==> src/rtl/sng_mux_stream_pkg.sv <==
// Shared types and helpers for the stochastic number generator slice.
package sc_pkg;

    typedef enum logic {
        IDLE = 1'b0,
        GEN  = 1'b1
    } state_t;

    // Widest operand any generator instance may be built with.
    localparam int MAX_W = 8;

    // Stream length: a full 2^W-bit window, or one bit shorter with no tail.
    function automatic int sc_len(input int w, input int tail_zero);
        return (tail_zero != 0) ? (1 << w) : ((1 << w) - 1);
    endfunction

    // Operand bit selected at stream position k: W-1 minus the number of
    // trailing ones of k. A result of -1 means k is all ones (tail position).
    function automatic int trailing_ones(input logic [MAX_W-1:0] k, input int w);
        int   t;
        logic run;
        t   = 0;
        run = 1'b1;
        for (int i = 0; i < MAX_W; i++) begin
            if ((i < w) && run) begin
                if (k[i]) begin
                    t = t + 1;
                end else begin
                    run = 1'b0;
                end
            end
        end
        return w - 1 - t;
    endfunction

endpackage

==> src/rtl/sng_mux_stream_sel_gen.sv <==
// Converts the stream position into the operand bit index to select, plus a
// flag for the all-ones (tail) position. One instance serves every channel.
module sng_sel_gen
    import sc_pkg::*;
#(
    parameter int W     = 4,
    parameter int SEL_W = $clog2(W)
) (
    input  logic [W-1:0]     i_cnt,
    output logic [SEL_W-1:0] o_sel,
    output logic             o_tail
);

    logic [MAX_W-1:0] w_cntExt;
    int               w_selIdx;

    // Trailing-ones decode of the position into a select index.
    always_comb begin
        w_cntExt          = '0;
        w_cntExt[W-1:0]   = i_cnt;
        w_selIdx          = trailing_ones(w_cntExt, W);
        o_tail            = (w_selIdx < 0);
        o_sel             = '0;
        if (!o_tail) begin
            o_sel = SEL_W'(w_selIdx);
        end
    end

endmodule

==> src/rtl/sng_mux_stream.sv <==
// Binary-to-stochastic generator: latches N_CH operands on a valid/ready
// handshake and emits one deterministic unipolar bit per channel per cycle.
module sng_mux_stream
    import sc_pkg::*;
#(
    parameter int N_CH      = 4,
    parameter int W         = 4,
    parameter int TAIL_ZERO = 1
) (
    input  logic                   i_clk_sng,
    input  logic                   i_rst_sng_n,
    input  logic [N_CH-1:0][W-1:0] i_x,
    input  logic                   i_valid,
    output logic                   o_ready,
    input  logic                   i_stop,
    output logic                   o_valid,
    output logic [N_CH-1:0]        o_sn_bit,
    output logic [W-1:0]           o_idx,
    output logic                   o_last
);

    localparam int             LEN      = sc_len(W, TAIL_ZERO);
    localparam logic [W-1:0]   LAST_IDX = W'(LEN - 1);
    localparam int             SEL_W    = $clog2(W);

    state_t                 r_state;
    state_t                 w_stateNext;
    logic [W-1:0]           r_cnt;
    logic [W-1:0]           w_cntNext;
    logic [N_CH-1:0][W-1:0] r_hold;
    logic [N_CH-1:0][W-1:0] w_holdNext;
    logic                   w_atLast;
    logic                   w_accept;
    logic [SEL_W-1:0]       w_sel;
    logic                   w_tail;

    assign w_atLast = (r_cnt == LAST_IDX);
    assign o_ready  = (r_state == IDLE) || ((r_state == GEN) && w_atLast);
    assign w_accept = i_valid && o_ready;
    assign o_valid  = (r_state == GEN);
    assign o_idx    = r_cnt;
    assign o_last   = o_valid && w_atLast;

    sng_sel_gen #(
        .W     (W),
        .SEL_W (SEL_W)
    ) u_sel_gen (
        .i_cnt  (r_cnt),
        .o_sel  (w_sel),
        .o_tail (w_tail)
    );

    // Every channel picks the same bit position out of its own held operand.
    for (genvar c = 0; c < N_CH; c++) begin : g_ch
        assign o_sn_bit[c] = o_valid && !w_tail && r_hold[c][w_sel];
    end

    // State, position counter and operand hold register.
    always_ff @(posedge i_clk_sng or negedge i_rst_sng_n) begin
        if (!i_rst_sng_n) begin
            r_state <= IDLE;
            r_cnt   <= '0;
            r_hold  <= '0;
        end else begin
            r_state <= w_stateNext;
            r_cnt   <= w_cntNext;
            r_hold  <= w_holdNext;
        end
    end

    // Next state: accept starts or chains a stream, stop aborts without o_last.
    always_comb begin
        w_stateNext = r_state;
        w_cntNext   = r_cnt;
        w_holdNext  = r_hold;
        case (r_state)
            IDLE: begin
                if (w_accept) begin
                    w_stateNext = GEN;
                    w_cntNext   = '0;
                    w_holdNext  = i_x;
                end
            end
            GEN: begin
                if (w_atLast) begin
                    w_cntNext = '0;
                    if (w_accept) begin
                        w_holdNext = i_x;
                    end else begin
                        w_stateNext = IDLE;
                    end
                end else if (i_stop) begin
                    w_stateNext = IDLE;
                    w_cntNext   = '0;
                end else begin
                    w_cntNext = r_cnt + W'(1);
                end
            end
            default: begin
                w_stateNext = IDLE;
                w_cntNext   = '0;
            end
        endcase
    end

endmodule

==> config.mk <==
export PLATFORM = sky130hd
export DESIGN_NAME = sng_mux_stream
export DESIGN_NICKNAME = d
export VERILOG_FILES = /design/src/rtl/sng_mux_stream_pkg.sv /design/src/rtl/sng_mux_stream_sel_gen.sv /design/src/rtl/sng_mux_stream.sv
export SDC_FILE = /design/constraint.sdc
export NUM_CORES = 1
export LEC_CHECK = 0
export BUFFER_PORTS_ARGS = -buffer_cell sky130_fd_sc_hd__buf_2
export CORE_UTILIZATION = 40
export CTS_BUF_LIST = sky130_fd_sc_hd__clkbuf_4
export DETAILED_ROUTE_END_ITERATION = 12
export GPL_ROUTABILITY_DRIVEN = 0
export GPL_TIMING_DRIVEN = 0
export HOLD_SLACK_MARGIN = 0.08
export SETUP_SLACK_MARGIN = 0.2
export SLEW_MARGIN = 20
export SYNTH_ARGS = -nofsm -noshare
export SYNTH_HDL_FRONTEND = slang
export SYNTH_SLANG_ARGS = --single-unit
==> constraint.sdc <==
create_clock -name i_clk_sng -period 2.91 [get_ports i_clk_sng]
set_input_delay 0.1455 -clock i_clk_sng [delete_from_list [all_inputs] [get_ports i_clk_sng]]
set_output_delay 0.1455 -clock i_clk_sng [all_outputs]
set_load 0.03 [all_outputs]
# Yosys cells after proc, flatten, opt, wreduce, memory -nomap -nowiden
# Cells that the tools add are included.
[word_totals]
ff_bits = 21
latchBits = 0
ramBits = 0
rom_bits = 0
input_bits = 20
out_inout_bits = 11
wordCells = 58
memories = 0
[classes]
n_addsub = 5
mul = 0
div = 0
magnitude_cmp = 2
eq_ne = 3
shifts = 0
muxes = 32
bitwise = 1
reduce_logical = 9
[op_table]
columns = ["op", "n"]
rows = [
  ["$mux W32", 6],
  ["$add A32 B2 Y32 const B", 3],
  ["$lt A32 B1 Y1 const B", 1],
  ["$mux W16", 2],
  ["$pmux W16 S2", 1],
  ["$sub A3 B32 Y32 const A", 1],
  ["$mux W1", 13],
  ["$mux W4", 3],
  ["$bmux W1 S2", 4],
  ["$pmux W4 S2", 1],
  ["$logic_and A1 B1 Y1", 7],
  ["$add A4 B1 Y4 const B", 1],
  ["$eq A4 B4 Y1 const B", 1],
  ["$lt A2 B3 Y1 const B", 1],
  ["$mux W2", 1],
  ["$ne A2 B1 Y1 const B", 1],
  ["$ne A2 B2 Y1 const B", 1],
  ["$pmux W1 S2", 1],
  ["$logic_not A1 Y1", 1],
  ["$logic_or A1 B1 Y1", 1],
  ["$not A1 Y1", 1],
]

# Logic depth before layout (Yosys ltp)
# Gate-level depths: netlist (run 1).
[logic_depth]
ltp_word = 16
mapped_depth = 11
depth_no_buf = 11

# Cells and area by module
# From an unflattened synthesis (run 1), not the netlist that was laid out.
[unflattened]
cells_unflattened = 78
hier_area_um2 = 1093.5
[modules_own_cells]
columns = ["module", "n_inst", "cells_per_inst", "area_per_inst_um2", "seq_area_each_um2"]
rows = [
  ["sng_mux_stream", 1, 69, 1028.5, 525.5],
  ["sng_sel_gen", 1, 9, 65.1, 0.0],
]

# Worst setup path before layout (run 1)
# No wires, ideal clock.
[synth_timing]
path_type = "register -> output"
start = "reg r_cnt[1], in the netlist o_idx[1]"
end = "out o_sn_bit[0]"
arrival_time_ns = 2.907
required_time_ns = 2.765
path_slack_ns = -0.142
path_stages_with_launch = 12
path_buffers = 0
path_cell_list = "dfrtp_1 -> inv_1 -> ha_1 -> ha_1 -> mux2i_1 -> inv_1 -> ha_1 -> nand4_2 -> o21ai_1 -> a32o_1 -> or3b_4 -> o22ai_1"
[synth_via]
elab_chain_len = 14
elab_cells_between_ends = 19
classes_between = "add/sub (3); order compare (1); mux (12); reduce/logical (3)"
[synth_lines]
columns = ["item", "line_no", "source"]
rows = [
  ["start, declared", "sng_mux_stream.sv:28", "logic [W-1:0] r_cnt;"],
  ["start signal, assigned", "sng_mux_stream.sv:66", "r_cnt <= w_cntNext;"],
  ["$mux W32", "sng_mux_stream_pkg.sv:26", "if (k[i]) begin"],
  ["$mux W32", "sng_mux_stream_pkg.sv:25", "if ((i < w) && run) begin"],
  ["$add A32 B2 Y32", "sng_mux_stream_pkg.sv:27", "t = t + 1;"],
  ["$mux W32", "sng_mux_stream_pkg.sv:26", ""],
  ["$mux W32", "sng_mux_stream_pkg.sv:25", ""],
  ["$add A32 B2 Y32", "sng_mux_stream_pkg.sv:27", ""],
  ["$mux W32", "sng_mux_stream_pkg.sv:26", ""],
  ["$mux W32 *", "sng_mux_stream_pkg.sv:25", ""],
  ["$sub A3 B32 Y32 *", "sng_mux_stream_pkg.sv:33", "return w - 1 - t;"],
  ["$lt A32 B1 Y1", "sng_mux_stream_sel_gen.sv:22", "o_tail = (w_selIdx < 0);"],
  ["$mux W2", "sng_mux_stream_sel_gen.sv:24", "if (!o_tail) begin"],
  ["$bmux W1 S2", "sng_mux_stream.sv:55", "assign o_sn_bit[c] = o_valid && !w_tail && r_hold[c][w_sel];"],
  ["$mux W1 (not written as such)", "sng_mux_stream.sv:55", ""],
  ["$logic_and A1 B1 Y1 *", "sng_mux_stream.sv:55", ""],
  ["end, declared", "sng_mux_stream.sv:17", "output logic [N_CH-1:0] o_sn_bit,"],
]
# Mark *: on every way between the ends. The rest lies on a longest branch, timed or not. The select of a mux whose other input is x is not followed.

# Worst setup path after layout (run 1)
[layout_timing]
start = "reg r_cnt[0], in the netlist o_idx[0]"
end = "out o_sn_bit[2]"
[layout_via]
elab_chain_len = 16
elab_cells_between_ends = 21
classes_between = "add/sub (4); order compare (1); mux (13); reduce/logical (3)"
[layout_lines]
columns = ["item", "line_no"]
rows = [
  ["$mux W1", "sng_mux_stream_pkg.sv:26"],
  ["$add A32 B2 Y32", "sng_mux_stream_pkg.sv:27"],
  ["$mux W32", "sng_mux_stream_pkg.sv:26"],
  ["$mux W32", "sng_mux_stream_pkg.sv:25"],
  ["$add A32 B2 Y32", "sng_mux_stream_pkg.sv:27"],
  ["$mux W32", "sng_mux_stream_pkg.sv:26"],
  ["$mux W32", "sng_mux_stream_pkg.sv:25"],
  ["$add A32 B2 Y32", "sng_mux_stream_pkg.sv:27"],
  ["$mux W32", "sng_mux_stream_pkg.sv:26"],
  ["$mux W32 *", "sng_mux_stream_pkg.sv:25"],
  ["$sub A3 B32 Y32 *", "sng_mux_stream_pkg.sv:33"],
  ["$lt A32 B1 Y1", "sng_mux_stream_sel_gen.sv:22"],
  ["$mux W2", "sng_mux_stream_sel_gen.sv:24"],
  ["$bmux W1 S2", "sng_mux_stream.sv:55"],
  ["$mux W1 (not written as such)", "sng_mux_stream.sv:55"],
  ["$logic_and A1 B1 Y1 *", "sng_mux_stream.sv:55"],
]
# Marks and branches as above.

==> results of run 1 <==
[stage by stage]
stage,cell area [um^2],utilization (%),cells
after floorplan,1270,-,108
after global placement,1459,51.14,169
after detailed placement,1459,51.14,169
after CTS,1903,66.71,202
after global routing,1984,69.56,205
final,1984,69.56,205
[Yosys cell counts (2+ instances only)]
| cell | n |
|---|---|
| mux2i_1 | 5 |
| mux2_2 | 15 |
| nand2_1 | 6 |
| buf_6 | 2 |
| ha_1 | 7 |
| inv_1 | 6 |
| o21ai_0 | 2 |
| o22ai_1 | 8 |
| xnor2_1 | 2 |
| a32o_1 | 2 |
| o21ai_1 | 2 |
| dfrtp_1 | 21 |
| nand3_1 | 5 |
| nor2_1 | 5 |
| o31ai_1 | 2 |
[placed cells by master (no fill, tap or decap), types with 3 or more instances in the layout]
master and instances:
clkbuf_4 4, inv_1 4, buf_6 6, ha_4 5, o22ai_2 4, mux2i_1 3, buf_4 13, dlygate4sd3_1 18
mux2_2 15, buf_2 26, o22ai_1 4, nand2_1 4, dfrtp_1 19, nor2_1 5, nand3_1 4
[layout make-up]
| type | count | share of cell area [%] |
|---|---|---|
| Tap cell | 31 | 1.955 |
| Inverter | 6 | 1.135 |
| Sequential cell | 21 | 26.61 |
| Multi-Input combinational cell | 77 | 42.88 |
| Buffer | 4 | 1.892 |
| Timing Repair Buffer | 62 | 24.02 |
| Clock buffer | 4 | 1.513 |
[registers in the layout (all words and copies together) (netlist names)]
name and count:
r_hold 16, o_idx 4, o_valid 1
[what timing repair did]
item | CTS | global route
pin swaps | 11 | 8
resized for setup | 29 | 10
hold buffers | 18 | 0
setup buffers | 11 | 3
hold endpoints to repair | 38 | 0
setup endpoints to repair | 4 | 4
[worst max-delay path: cells and delay by family (launching register included)]
family	cells	cell delay, ps
flops	1	500
buf+inv	4	480
mux	1	240
fa+ha+maj	2	370
compound gates	2	190
simple gates	4	690
[routing by layer]
metal  vias to the layer above  part of all wire [%]
li1                        530                     -
met1                       540                    43
met2                        23                    54
met3                         4                   2.2
met4                         0                  0.62
met5                         -                     0
[cells by family after synthesis]
group	Yosys count	synth area share (%)
and+or+nand+nor	24	10.38
AOI/OAI and AO/OA	23	15.73
muxes	21	18.55
DFF	21	42.34
buffers and inverters	10	4.536
adders and majority gates	7	7.056
xor gates and xnor gates	2	1.412
[power by group through the flow]
stage / Combinational, W / Clock (W) / Sequential [W]
2_1_floorplan: 0.000219 / 0 / 0.000392
3_3_place_gp: 0.000297 / 0 / 0.000386
3_5_place_dp: 0.000303 / 0 / 0.000390
4_1_cts: 0.000405 / 0.000154 / 0.000389
5_1_grt: 0.000457 / 0.000166 / 0.000398
6_report: 0.000423 / 0.000147 / 0.000390
[path summary, 6_finish.rpt]
kind | from | end | cells after the start
hold reg to reg | r_hold[5]$_DFFE_PN0P_ | r_hold[5]$_DFFE_PN0P_ | 1
hold / removal | i_valid | o_idx[1]$_DFFE_PN0P_ | 4
max in group asynchronous | i_rst_sng_n | o_idx[1]$_DFFE_PN0P_ | 2
setup reg to reg | o_idx[0]$_DFFE_PN0P_ | r_hold[6]$_DFFE_PN0P_ | 7
min in group asynchronous | i_rst_sng_n | r_hold[10]$_DFFE_PN0P_ | 2
setup / recovery | o_idx[0]$_DFFE_PN0P_ | o_sn_bit[2] | 13
==> metrics.cfg, run 1 <==
[power]
p_switching_w=0.0003285
seqPwrFrac_pct=40.6
p_total_w=0.0009602
p_int_w=0.0006317
cellPowerDensity_nw_per_um2=483.9
cellLeakagePower_nw=0.8763
power.share.switching_pct=34.22
p_comb_share_pct=44.1
vdd_ir_drop_max_uv=310.2
clkPwrFrac_pct=15.3

[global_routing]
grt_use_met1_pct=24.82
use_met2_pct=36.38
overflow=0
grt_pass1_wl_mm=5.168
grt_max_degree=22
grt.busiest_layer=met2
grt_pass1_vias=1178
antenna_found_initial=0
grt_use_total_pct=20.05
grtUsageMet3_pct=3.348

[layout]
drive_above_1_share_pct=55.75
multiInputGateArea_um2=850.8
seq_area_um2=528.0
nFillCells=227
finalNetCount=202
diodes=0
area_delta_synth_final_pct=59.88

[floorplan]
rows=19
fp.dieW_um=57.71
start_util_pct=43.51
core_area_um2=2853
io_pins=31
dieArea_um2=3330
die_h_um=57.71

[detailed_routing]
totalWireLength_mm=3.045
drtIter0Drc=16
remaining_drc_errors=0
routed_via_density=5.351
wl_per_cell_um=14.85
drt_pass1_iterations=4
ant_nets=0
routed-via-count=1097

[synthesis]
async_flop_share_pct=100.0
synth.area.top_cells=dfrtp_1 (42%), mux2_2 (14%), ha_1 (7.1%)
synth-edff-count=0
syn-num-nets=135
yosysSeqAreaShare_pct=42.34
synth_area_um2=1241
ys_ff_latch=21
synthCells=108
ys_warn_count=0
synth_ff_type=dfrtp_1
yosysTopAreaCell=dfrtp_1
yosysTopAreaCellShare_pct=42.34
ys_types=33
syn_avg_cell_area_um2=11.49

[timing]
drv_slew=0
max_freq_ghz=0.3437
period_needed_ps=2909
relSlewSlack_pct=68.11
tightest_slew_ps=478.4
setup_ws_ps=0.7572
fin_worst_skew_ps=9.059
fin_hold_ws_ps=167.1
setup_viol=0
final.setup.tns_ps=0
timing.final.crit_share_pct=99.97
hold_viol=0
rsz0062_at_grt=true

[setup_path]
critPathSlowestCell=dfrtp_2
cp_cell_sequence=ha_4 > buf_8 > nand2_4 > mux2i_4 > inv_2 > ha_4 > buf_4 > nand3_1 > nand2_2 > o31ai_4 > or3b_4 > o22ai_2 > buf_6
rrSetupSlack_ps=740
crit_top_cell=ha_4
start_kind=flop
worst_ep_required_time_ps=2760
worstSetupPathType=flop to output pin
max_stage_delay_ps=500
arrival_ps=2760
crit_fanout=6
cp-end-kind=output pin

[place]
dp_hpwl_mm=1.910
port_buffers=30
pre_cts_ws_ps=-28.75

[cts]
cts.sinks=21
tritoncts=done
clk_path_buf_depth=2
cts_made_buffers=3
htree_levels=1
cts-root-buf=clkbuf_4
insertion_delay_ps=300
path_clk_slew_ps=120

[hold_path]
hold_path_class=primary input to flop

[flow_run]
maxCapViolCount=0

[status]
status=completed

(Power assumes the default switching activity.)
==> run 2: changes to the inputs <==
--- a/config.mk
+++ b/config.mk
@@ -7,2 +7,3 @@
 export LEC_CHECK = 0
+export ABC_AREA = 1
 export BUFFER_PORTS_ARGS = -buffer_cell sky130_fd_sc_hd__buf_2
--- a/constraint.sdc
+++ b/constraint.sdc
@@ -3,2 +3,2 @@
 set_output_delay 0.1455 -clock i_clk_sng [all_outputs]
-set_load 0.03 [all_outputs]
+set_load 0.05 [all_outputs]
==> run 2 against run 1 <==
First-iteration DRC count up 81%. Combinational power down 4%. Sequential power down 3%. Global-route usage down 0.50 points. Clock-buffer cell count down 1. Highest routed layer unchanged.
==> metrics.cfg, run 2 <==
[status]
status=completed

[synthesis]
synth-edff-count=0  ; unchanged
syn_avg_cell_area_um2=8.377  ; -27%
synthCells=151  ; +40%
synth.area.top_cells=dfrtp_1 (42%), ha_1 (6.9%), nand2_1 (6.8%)
ys_ff_latch=21  ; unchanged
synthTopCellsByCount=nand2_1 (23), dfrtp_1 (21), nor2_1 (20)
ys_types=21  ; -36%
synth.most_common_cell=nand2_1
yosysTopAreaCellShare_pct=41.54  ; -0.80 points
yosysTopAreaCell=dfrtp_1
synth_area_um2=1265  ; +1.9%
synth_ff_type=dfrtp_1
ys_warn_count=0  ; unchanged
async_flop_share_pct=100.0  ; unchanged
yosysSeqAreaShare_pct=41.54  ; -0.80 points
syn-num-nets=178  ; +32%

[timing]
setup_viol=0  ; unchanged
rsz0062_at_grt=true
period_needed_ps=2768  ; -141.1 ps
timing.final.crit_share_pct=95.12  ; -4.8 points
drv_slew=0  ; unchanged
relSlewSlack_pct=68.55  ; +0.44 points
max_freq_ghz=0.3613  ; +5.1%
hold_viol=0  ; unchanged
tightest_slew_ps=471.7  ; -6.674 ps
final.setup.tns_ps=0  ; unchanged
fin_worst_skew_ps=8.629  ; -0.4298 ps
setup_ws_ps=141.9  ; +141.1 ps

[floorplan]
io_pins=31  ; unchanged
core_area_um2=3028  ; +6.1%
start_util_pct=41.78  ; -1.7 points
rows=20  ; +1
dieArea_um2=3391  ; +1.8%
die_h_um=58.24  ; +0.92%
fp.dieW_um=58.24  ; +0.92%

[cts]
cts-root-buf=clkbuf_4
cts_made_buffers=3  ; unchanged
insertion_delay_ps=300  ; about the same
tritoncts=done
clk_path_buf_depth=2  ; unchanged
path_clk_slew_ps=120  ; about the same
htree_levels=1  ; unchanged
cts.sinks=21  ; unchanged

[setup_path]
start_kind=flop
worst_ep_required_time_ps=2760  ; about the same
crit_fanout=5  ; -1
arrival_ps=2620  ; -140 ps
cp-end-kind=output pin
worstSetupPathType=flop to output pin

[power]
cellLeakagePower_nw=0.8905  ; +1.6%
power.share.switching_pct=39.02  ; +4.8 points
clkPwrFrac_pct=15.2  ; about the same
p_total_w=0.0009277  ; -3.4%
p_comb_share_pct=43.9  ; -0.2 points
cellPowerDensity_nw_per_um2=494.6  ; +2.2%
vdd_ir_drop_max_uv=311.4  ; +0.38%
p_switching_w=0.0003620  ; +10%
seqPwrFrac_pct=40.9  ; +0.3 points
p_int_w=0.0005657  ; -10%

[detailed_routing]
drtIter0Drc=29  ; +13
wl_per_cell_um=12.06  ; -19%
ant_nets=0  ; unchanged
totalWireLength_mm=2.979  ; -2.2%
remaining_drc_errors=0  ; unchanged
routed-via-count=1165  ; +6.2%
drt_pass1_iterations=4  ; unchanged
routed_via_density=4.717  ; -12%

[global_routing]
use_met2_pct=35.47  ; -0.91 points
grtUsageMet3_pct=4.911  ; +1.6 points
antenna_found_initial=0  ; unchanged
grt_use_total_pct=19.55  ; -0.50 points
grt_use_met1_pct=22.97  ; -1.9 points
grt_pass1_wl_mm=5.023  ; -2.8%
grt_max_degree=22  ; unchanged
overflow=0  ; unchanged
grt_pass1_vias=1180  ; +0.17%
grt.busiest_layer=met2

[layout]
seq_area_um2=528.0  ; unchanged
diodes=0  ; unchanged
final_common_cell=buf_2
drive_above_1_share_pct=46.80  ; -8.9 points
largest-register=r_hold
largest_reg_flops=16  ; unchanged
fin_area_um2=1876  ; -5.5%
multiInputGateArea_um2=819.5  ; -3.7%
nFillCells=267  ; +18%
layout_common_cells=buf_2 (28), dfrtp_1 (19), nor2_1 (17)
area_delta_synth_final_pct=48.27
finalNetCount=231  ; +14%

[place]
dp_hpwl_mm=2.043  ; +7.0%
pre_cts_ws_ps=244.2  ; +273.0 ps
port_buffers=30  ; unchanged
dpl_cell_area_um2=1518  ; +4.0%

[flow_run]
maxCapViolCount=0  ; unchanged

[hold_path]
hold_path_class=primary input to flop

-- run 2: changes by cell type in the layout (fill, tap and decap cells not counted), moves of 5 or more --
cell           before  now
inv_1               4   16
nor2_1              5   17
nand2_1             4   15
nand2_2             1   11
a21oi_1             0    9
dlygate4sd3_1      18   10
mux2_2             15    7
nand3_1             4   11
buf_4              13    7
nand3_2             0    5
-- run 2: what timing repair did --
| item | in CTS | in global routing |
|---|---|---|
| buffers inserted | 7 | 0 |
| cloned | 1 | 0 |
| endpoints found under the setup margin | 4 | 4 |
| hold buffers | 10 | 0 |
| resized for setup | 33 | 9 |
| hold endpoints to repair | 30 | 0 |
| pin swaps | 10 | 9 |
-- run 2: final timing paths --
check                                      startpoint                endpoint  slack (ps)  cells after the start
worst max register to register   o_idx[0]$_DFFE_PN0P_  r_hold[10]$_DFFE_PN0P_        1080                      8
worst min-delay path                          i_x[13]  r_hold[13]$_DFFE_PN0P_          90                      3
worst max-delay path             o_idx[0]$_DFFE_PN0P_             o_sn_bit[1]         140                     15
max in group asynchronous                 i_rst_sng_n    o_idx[1]$_DFFE_PN0P_        2250                      2
min in group asynchronous                 i_rst_sng_n   r_hold[9]$_DFFE_PN0P_         320                      2
worst min register to register  r_hold[3]$_DFFE_PN0P_   r_hold[3]$_DFFE_PN0P_         520                      1
-- run 2: cell type report --
class | count | area share, %
Buffer | 4 | 2.068
Timing Repair Buffer | 48 | 17.75
Clock inverter | 1 | 0.4003
Clock buffer | 3 | 1.201
Tap cell | 44 | 2.935
Sequential cell | 21 | 28.15
Multi-Input combinational cell | 107 | 43.70
Inverter | 19 | 3.803
-- run 2: power by group through the flow --
stage / Combinational, W / Sequential (W) / Clock [W]
after floorplan: 0.000248 / 0.000391 / 0
after global placement: 0.000331 / 0.000378 / 0
after detailed placement: 0.000340 / 0.000381 / 0
after CTS: 0.000397 / 0.000379 / 0.000149
after global routing: 0.000440 / 0.000386 / 0.000163
final: 0.000407 / 0.000380 / 0.000141
-- run 2: routing by layer --
layer | routed length (um) | share of wire, %
met4 | 17 | 0.57
met2 | 1540 | 52
met3 | 118 | 4.0
met1 | 1303 | 44
met5 | 0 | 0
-- run 2: worst max-delay path, stage by stage, from the launching register on --
cell and delay, ps:
dfrtp_2 500, ha_4 200, ha_4 270, nand3_4 90
nand2_4 110, ha_4 140, nand2_2 50, nand3_2 60
nand2_2 60, nor2_4 160, buf_6 150, nand2_4 60
nand2_2 60, nand3_2 80, a21oi_4 160, buf_6 170
-- run 2: cell families after synthesis --
family                   Yosys count  share of synthesized area [%]
flip-flops                        21                          41.54
AND/OR/NAND/NOR                   74                          27.79
buffers and inverters             23                          8.703
multiplexers                       8                          7.418
adder cells (fa/ha/maj)            7                          6.924
XOR/XNOR                           1                         0.6925
AO/OA/AOI/OAI                     17                          6.924
-- run 2: per-stage QoR --
stage                     instances  utilization [%]  hold WS [ps]
after floorplan                 151                -        -150.1
after global placement          225            50.12         128.1
after detailed placement        225            50.12         126.1
after CTS                       247            60.95         81.40
after global routing            247            61.94         82.37
final                           247            61.94         86.48
